<file path="src/rtl/piso_arbiter_ctrl_if.sv">
// piso_arbiter_ctrl_if: two parallel requesters and one serial frame output.
// slave is the arbiter/shifter side, master is the producer/consumer side.
interface piso_arbiter_ctrl_if #(
  parameter int WIDTH = 4
);
  logic             req0_valid;
  logic [WIDTH-1:0] req0_data;
  logic             req0_ready;
  logic             req1_valid;
  logic [WIDTH-1:0] req1_data;
  logic             req1_ready;
  logic             sout;
  logic             sout_valid;
  logic             frame_start;
  logic             frame_done;
  logic             grant_id;
  logic             busy;

  modport slave (
    input  req0_valid, req0_data, req1_valid, req1_data,
    output req0_ready, req1_ready, sout, sout_valid,
           frame_start, frame_done, grant_id, busy
  );

  modport master (
    output req0_valid, req0_data, req1_valid, req1_data,
    input  req0_ready, req1_ready, sout, sout_valid,
           frame_start, frame_done, grant_id, busy
  );
endinterface

</file>
<file path="src/rtl/piso_arbiter_ctrl.sv">
// piso_arbiter_ctrl: round-robin arbiter sharing one PISO shifter between two
// requesters; frames go out MSB first with start/done strobes and GAP idle
// cycles between frames.
// Optional build macro PISO_ARB_PARITY_EN appends an even-parity bit per frame.
//
// state   | meaning
// S_IDLE  | waiting for a request; ready offered to the arbitration winner
// S_SHIFT | frame bits on sout, one per cycle
// S_GAP   | forced idle spacing after a frame
module piso_arbiter_ctrl #(
  parameter int WIDTH = 4,
  parameter int GAP   = 1
) (
  input logic                clk,
  input logic                reset,
  piso_arbiter_ctrl_if.slave bus
);
`ifdef PISO_ARB_PARITY_EN
  localparam int FLEN = WIDTH + 1;
`else
  localparam int FLEN = WIDTH;
`endif
  localparam int CW = $clog2(FLEN);
  localparam int GW = (GAP > 1) ? $clog2(GAP) : 1;

  typedef enum logic [1:0] {S_IDLE, S_SHIFT, S_GAP} state_t;

  state_t           state, state_d;
  logic [WIDTH-1:0] shreg;
  logic [CW-1:0]    bit_cnt;
  logic [GW-1:0]    gap_cnt;
  logic             last_grant;
  logic             grant_q;
  logic             win1;
  logic             take;
  logic             last_bit;
  logic [WIDTH-1:0] win_data;
`ifdef PISO_ARB_PARITY_EN
  logic             par_q;
`endif

  // Arbitration: a lone valid requester wins; a tie goes to the one not served last.
  // Handshake is suppressed while reset is asserted so ready reads 0 then.
  always_comb begin
    win1     = (bus.req0_valid & bus.req1_valid) ? ~last_grant : bus.req1_valid;
    win_data = win1 ? bus.req1_data : bus.req0_data;
    take     = (state == S_IDLE) & (bus.req0_valid | bus.req1_valid) & reset;
    last_bit = (bit_cnt == CW'(FLEN - 1));
  end

  // State register.
  always_ff @(posedge clk or negedge reset) begin
    if (!reset) state <= S_IDLE;
    else        state <= state_d;
  end

  // Next-state and output decode.
  always_comb begin
    state_d         = state;
    bus.req0_ready  = 1'b0;
    bus.req1_ready  = 1'b0;
    bus.sout        = 1'b0;
    bus.sout_valid  = 1'b0;
    bus.frame_start = 1'b0;
    bus.frame_done  = 1'b0;
    bus.busy        = 1'b0;
    bus.grant_id    = grant_q;
    case (state)
      S_IDLE: begin
        bus.req0_ready = take & ~win1;
        bus.req1_ready = take & win1;
        if (take) state_d = S_SHIFT;
      end
      S_SHIFT: begin
        bus.busy        = 1'b1;
        bus.sout_valid  = 1'b1;
        bus.sout        = shreg[WIDTH-1];
`ifdef PISO_ARB_PARITY_EN
        if (bit_cnt == CW'(WIDTH)) bus.sout = par_q;
`endif
        bus.frame_start = (bit_cnt == '0);
        bus.frame_done  = last_bit;
        if (last_bit) state_d = (GAP > 0) ? S_GAP : S_IDLE;
      end
      S_GAP: begin
        bus.busy = 1'b1;
        if (gap_cnt == '0) state_d = S_IDLE;
      end
      default: state_d = S_IDLE;
    endcase
  end

  // Datapath: capture on handshake, shift/count during the frame, gap down-counter.
  always_ff @(posedge clk or negedge reset) begin
    if (!reset) begin
      shreg      <= '0;
      bit_cnt    <= '0;
      gap_cnt    <= '0;
      last_grant <= 1'b1;
      grant_q    <= 1'b0;
`ifdef PISO_ARB_PARITY_EN
      par_q      <= 1'b0;
`endif
    end else begin
      case (state)
        S_IDLE: begin
          if (take) begin
            shreg      <= win_data;
            bit_cnt    <= '0;
            last_grant <= win1;
            grant_q    <= win1;
`ifdef PISO_ARB_PARITY_EN
            par_q      <= ^win_data;
`endif
          end
        end
        S_SHIFT: begin
          shreg   <= {shreg[WIDTH-2:0], 1'b0};
          bit_cnt <= bit_cnt + 1'b1;
          if (last_bit) gap_cnt <= GW'(GAP - 1);
        end
        S_GAP: begin
          if (gap_cnt != '0) gap_cnt <= gap_cnt - 1'b1;
        end
        default: ;
      endcase
    end
  end
endmodule

</file>
<file path="src/flat_wrapper.sv">
// flat-port wrapper written by rule: the top's interface ports become plain ports
module piso_arbiter_ctrl_flat 
#(
  parameter int WIDTH = 4,
  parameter int GAP   = 1
)
  (clk, reset, bus_req0_valid, bus_req0_data, bus_req1_valid, bus_req1_data, bus_req0_ready, bus_req1_ready, bus_sout, bus_sout_valid, bus_frame_start, bus_frame_done, bus_grant_id, bus_busy);
  piso_arbiter_ctrl_if #(.WIDTH(WIDTH)) bus_i ();
  input logic clk;
  input logic reset;
  input wire logic [$bits(bus_i.req0_valid)-1:0] bus_req0_valid;
  input wire logic [$bits(bus_i.req0_data)-1:0] bus_req0_data;
  input wire logic [$bits(bus_i.req1_valid)-1:0] bus_req1_valid;
  input wire logic [$bits(bus_i.req1_data)-1:0] bus_req1_data;
  output wire logic [$bits(bus_i.req0_ready)-1:0] bus_req0_ready;
  output wire logic [$bits(bus_i.req1_ready)-1:0] bus_req1_ready;
  output wire logic [$bits(bus_i.sout)-1:0] bus_sout;
  output wire logic [$bits(bus_i.sout_valid)-1:0] bus_sout_valid;
  output wire logic [$bits(bus_i.frame_start)-1:0] bus_frame_start;
  output wire logic [$bits(bus_i.frame_done)-1:0] bus_frame_done;
  output wire logic [$bits(bus_i.grant_id)-1:0] bus_grant_id;
  output wire logic [$bits(bus_i.busy)-1:0] bus_busy;
  assign bus_i.req0_valid = bus_req0_valid;
  assign bus_i.req0_data = bus_req0_data;
  assign bus_i.req1_valid = bus_req1_valid;
  assign bus_i.req1_data = bus_req1_data;
  assign bus_req0_ready = bus_i.req0_ready;
  assign bus_req1_ready = bus_i.req1_ready;
  assign bus_sout = bus_i.sout;
  assign bus_sout_valid = bus_i.sout_valid;
  assign bus_frame_start = bus_i.frame_start;
  assign bus_frame_done = bus_i.frame_done;
  assign bus_grant_id = bus_i.grant_id;
  assign bus_busy = bus_i.busy;
  piso_arbiter_ctrl #(.WIDTH(WIDTH), .GAP(GAP)) u_core (.clk(clk), .reset(reset), .bus(bus_i));
endmodule
</file>
<file path="config.mk">
export PLATFORM = sky130hd
export DESIGN_NAME = piso_arbiter_ctrl_flat
export DESIGN_NICKNAME = d
export VERILOG_FILES = /design/src/rtl/piso_arbiter_ctrl_if.sv /design/src/rtl/piso_arbiter_ctrl.sv /design/src/flat_wrapper.sv
export SDC_FILE = /design/constraint.sdc
export NUM_CORES = 1
export LEC_CHECK = 0
export ABC_AREA = 1
export CORE_UTILIZATION = 39
export CTS_CLUSTER_SIZE = 14
export DETAILED_ROUTE_END_ITERATION = 10
export GPL_TIMING_DRIVEN = 1
export MAX_ROUTING_LAYER = met4
export PLACE_DENSITY = 0.69
export SLEW_MARGIN = 20
export SYNTH_ARGS = -nofsm -noshare
export SYNTH_HDL_FRONTEND = slang
export SYNTH_SLANG_ARGS = --single-unit
</file>
<file path="constraint.sdc">
create_clock -name clk -period 1.6 [get_ports clk]
set_clock_uncertainty 0.15 [all_clocks]
set_input_delay 0.4 -clock clk [delete_from_list [all_inputs] [get_ports clk]]
set_output_delay 0.4 -clock clk [all_outputs]
set_load 0.005 [all_outputs]
</file>
==> metrics.txt <==
status finished with violations; violated checks negative setup slack; Finish-stage setup viols 13; fin. max-slew vios 0; post-synth net total between 90 and 100; n_diodes 0; Detail Route Antenna Nets 0; Rows 14; synthesized area roughly 620 um2; type of origin of the critical path input port; crit-path max cell delay around 0.49 ns; Max VDD drop approximately 1100 uV; clk_lat worst skew 0.27 ns; P_sw 0.7336 mW; count of input and output buffers 19; Pwr per Cell Area between 1500 and 2000 nW/um2; cts hold-fix bufs 0; Initial DRC Count 12; CTS tree built; fin crit share 1.148; crit-path leading delay family buffers and inverters; Clock power frac 0.114; worst-margin pin slew 0.1507 ns; CTS H-tree lvls 1; Sw Ratio 0.3767; P_int 1.214 mW; Hold/Removal Path Class in -> async; router iterations before antenna repair 4; Synth Register Bits 10; YS warnings 0; GRT Overall Usage 0.2096; CP cell instances clkdlybuf4s50_1 > inv_1 > nand2_1 > nand2_2 > a21oi_2 > buf_2; DRC viols 0; layout cells sized above 1 0.4390; critical path type in -> out; Final Hold Fails 0; # IOs 20; CP Max Fanout 2; first-pass GRT wire length around 2600 um; sequential fraction of the synthesis area 0.4044; GRT Residual Overflow 0; Worst-path clk slew 0.06 ns; DIE HEIGHT roughly 42 um; Setup crit end kind output port; Slew headroom 0.8989; WL final between 1500 and 2000 um; Seq pwr share 0.231; Logic pwr share 0.655; filler cell count between 100 and 150; Via Count ~650; average wire per standard cell ~11 um; HPWL after DPL about 1100 um; core area roughly 1500 um2; vias in the first global route roughly 600; Synth cell types 15; unrepaired setup endpoints after global routing yes; Clock Sinks 10; Avg Inst Size Synth 7.583 um2; initial antenna violation count 0; routed vias/inst 4.683; Root Buffer clkbuf_4; r2r setup slk -0.07 ns; Pleak 0.5753 nW; CP bufs+invs 3; Final WS setup -0.2373 ns; CTS Buf Count 3; chip width 41.93 um; DIE AREA roughly 1800 um2; CTS max path bufs 2; Post-layout nets 141; area added between synthesis and finish 72.64%; fmax roughly 0.54 GHz; CP required ~1.1 ns; Worst path slowest cell clkdlybuf4s50_1; Tmin final between 1.5 and 2 ns; GP Congestion 0.7918; Max Cap Viol 0; pin count of the biggest net entering global routing 11; Mapped Cells between 80 and 90; fin util 0.7210; Cells after DPL roughly 130; Post-Layout Cell Count roughly 140; Initial Util 0.4176; Crit path arrival time approximately 1.3 ns
[cells in the final DEF (no fill, tap or decap), drive strengths merged]
| cell type | Yosys | routed |
|---|---|---|
| buf | 1 | 26 |
| nand2 | 25 | 25 |
| nand3 | 18 | 18 |
| inv | 11 | 11 |
| clkdlybuf4s50 | 0 | 10 |
| dfrtp | 9 | 9 |
| o21ai | 5 | 5 |
| or2 | 5 | 5 |
| ha | 5 | 5 |
| clkbuf | 0 | 4 |
| dlygate4sd2 | 0 | 2 |
| nor2 | 1 | 1 |
| a21oi | 1 | 1 |
| dfstp | 1 | 1 |
[per-stage QoR]
step | hold WS [ns] | TNS [ns] | total power [mW] | cell area, um2 | worst slack (ns)
global route | 0.1242 | -2.444 | 2.105 | 1074 | -0.3424
floorplan | -0.04559 | 0 | 0.9450 | 625.6 | 0.002979
detailed placement | 0.3240 | -4.401 | 1.410 | 925.9 | -0.6488
global placement | 0.3191 | -4.106 | 1.388 | 925.9 | -0.6436
CTS | 0.09370 | -1.088 | 1.814 | 1018 | -0.2523
finish | 0.09956 | -1.421 | 1.947 | 1074 | -0.2373
[synth_stat cells]
master | count | share of area
inv_1 | 10 | 0.060
nand2_1 | 24 | 0.14
o21ai_0 | 5 | 0.040
nand3_1 | 18 | 0.14
dfstp_2 | 1 | 0.042
dfrtp_1 | 9 | 0.36
a21oi_1 | 1 | 0.0080
ha_1 | 5 | 0.10
inv_2 | 1 | 0.0060
nor2_1 | 1 | 0.0060
or2_1 | 1 | 0.010
nand2_4 | 1 | 0.018
or2_2 | 3 | 0.030
buf_4 | 1 | 0.012
or2_4 | 1 | 0.014
[worst register-to-register path, stage by stage, from the launching register on]
cell,delay (ns)
dfrtp_1,0.39
inv_2,0.11
ha_4,0.18
buf_6,0.12
buf_6,0.10
inv_6,0.03
or2_4,0.27
nand2_4,0.09
nand3_1,0.08
nand2_1,0.07
[path summary, 6_finish.rpt]
check                                  startpoint                 to  cells past startpoint
worst max-delay path               bus_req0_valid     bus_req0_ready                      6
worst max register to register    u_core.state[1]    u_core.shreg[2]                      9
max in group asynchronous                   reset  u_core.last_grant                      2
min in group clk                u_core.last_grant  u_core.last_grant                      2
worst min register to register  u_core.last_grant  u_core.last_grant                      2
worst min-delay path                        reset    u_core.state[0]                      2
[power by group through the flow]
stage	clock, mW	sequential (mW)	combinational (mW)
final	0.222	0.449	1.28
after global routing	0.242	0.463	1.40
after CTS	0.232	0.442	1.14
after detailed placement	0	0.441	0.969
after global placement	0	0.435	0.953
after floorplan	0	0.433	0.512
[cell type report]
cell class	count	area [um2]	area share
Timing Repair Buffer	38	326.6	0.3042
Sequential cell	10	251.5	0.2343
Inverter	11	46.29	0.04312
Tap cell	16	20.02	0.01865
Clock buffer	4	36.28	0.03380
Multi-Input combinational cell	60	392.9	0.3660
[cell families (layout without fill, tap and decap cells)]
group / count (synthesis) / after routing / synth area share
AOI/OAI and AO/OA: 6 / 6 / 0.04828
adders and majority gates: 5 / 5 / 0.1006
buffers and inverters: 12 / 53 / 0.07848
DFF: 10 / 10 / 0.4044
and+or+nand+nor: 49 / 49 / 0.3682
[timing repair]
item	CTS	global route
setup buffers	5	4
resized for setup	47	13
pin swaps	4	7
setup endpoints to repair	16	15
[flip-flops by register name, summed over array words and instances (netlist names)]
| signal | count |
|---|---|
| u_core.bit_cnt | 2 |
| u_core.last_grant | 1 |
| u_core.shreg | 4 |
| u_core.bus.grant_id | 1 |
| u_core.state | 2 |
[per-layer routing]
metal,wire (um),vias up,GRT usage
li1,-,350,-
met1,697,289,0.2429
met2,791,10,0.3406
met3,46,2,0.06522
met4,9,0,0.07742
met5,0,-,-
Note: power is estimated with default switching activity, not from simulation.
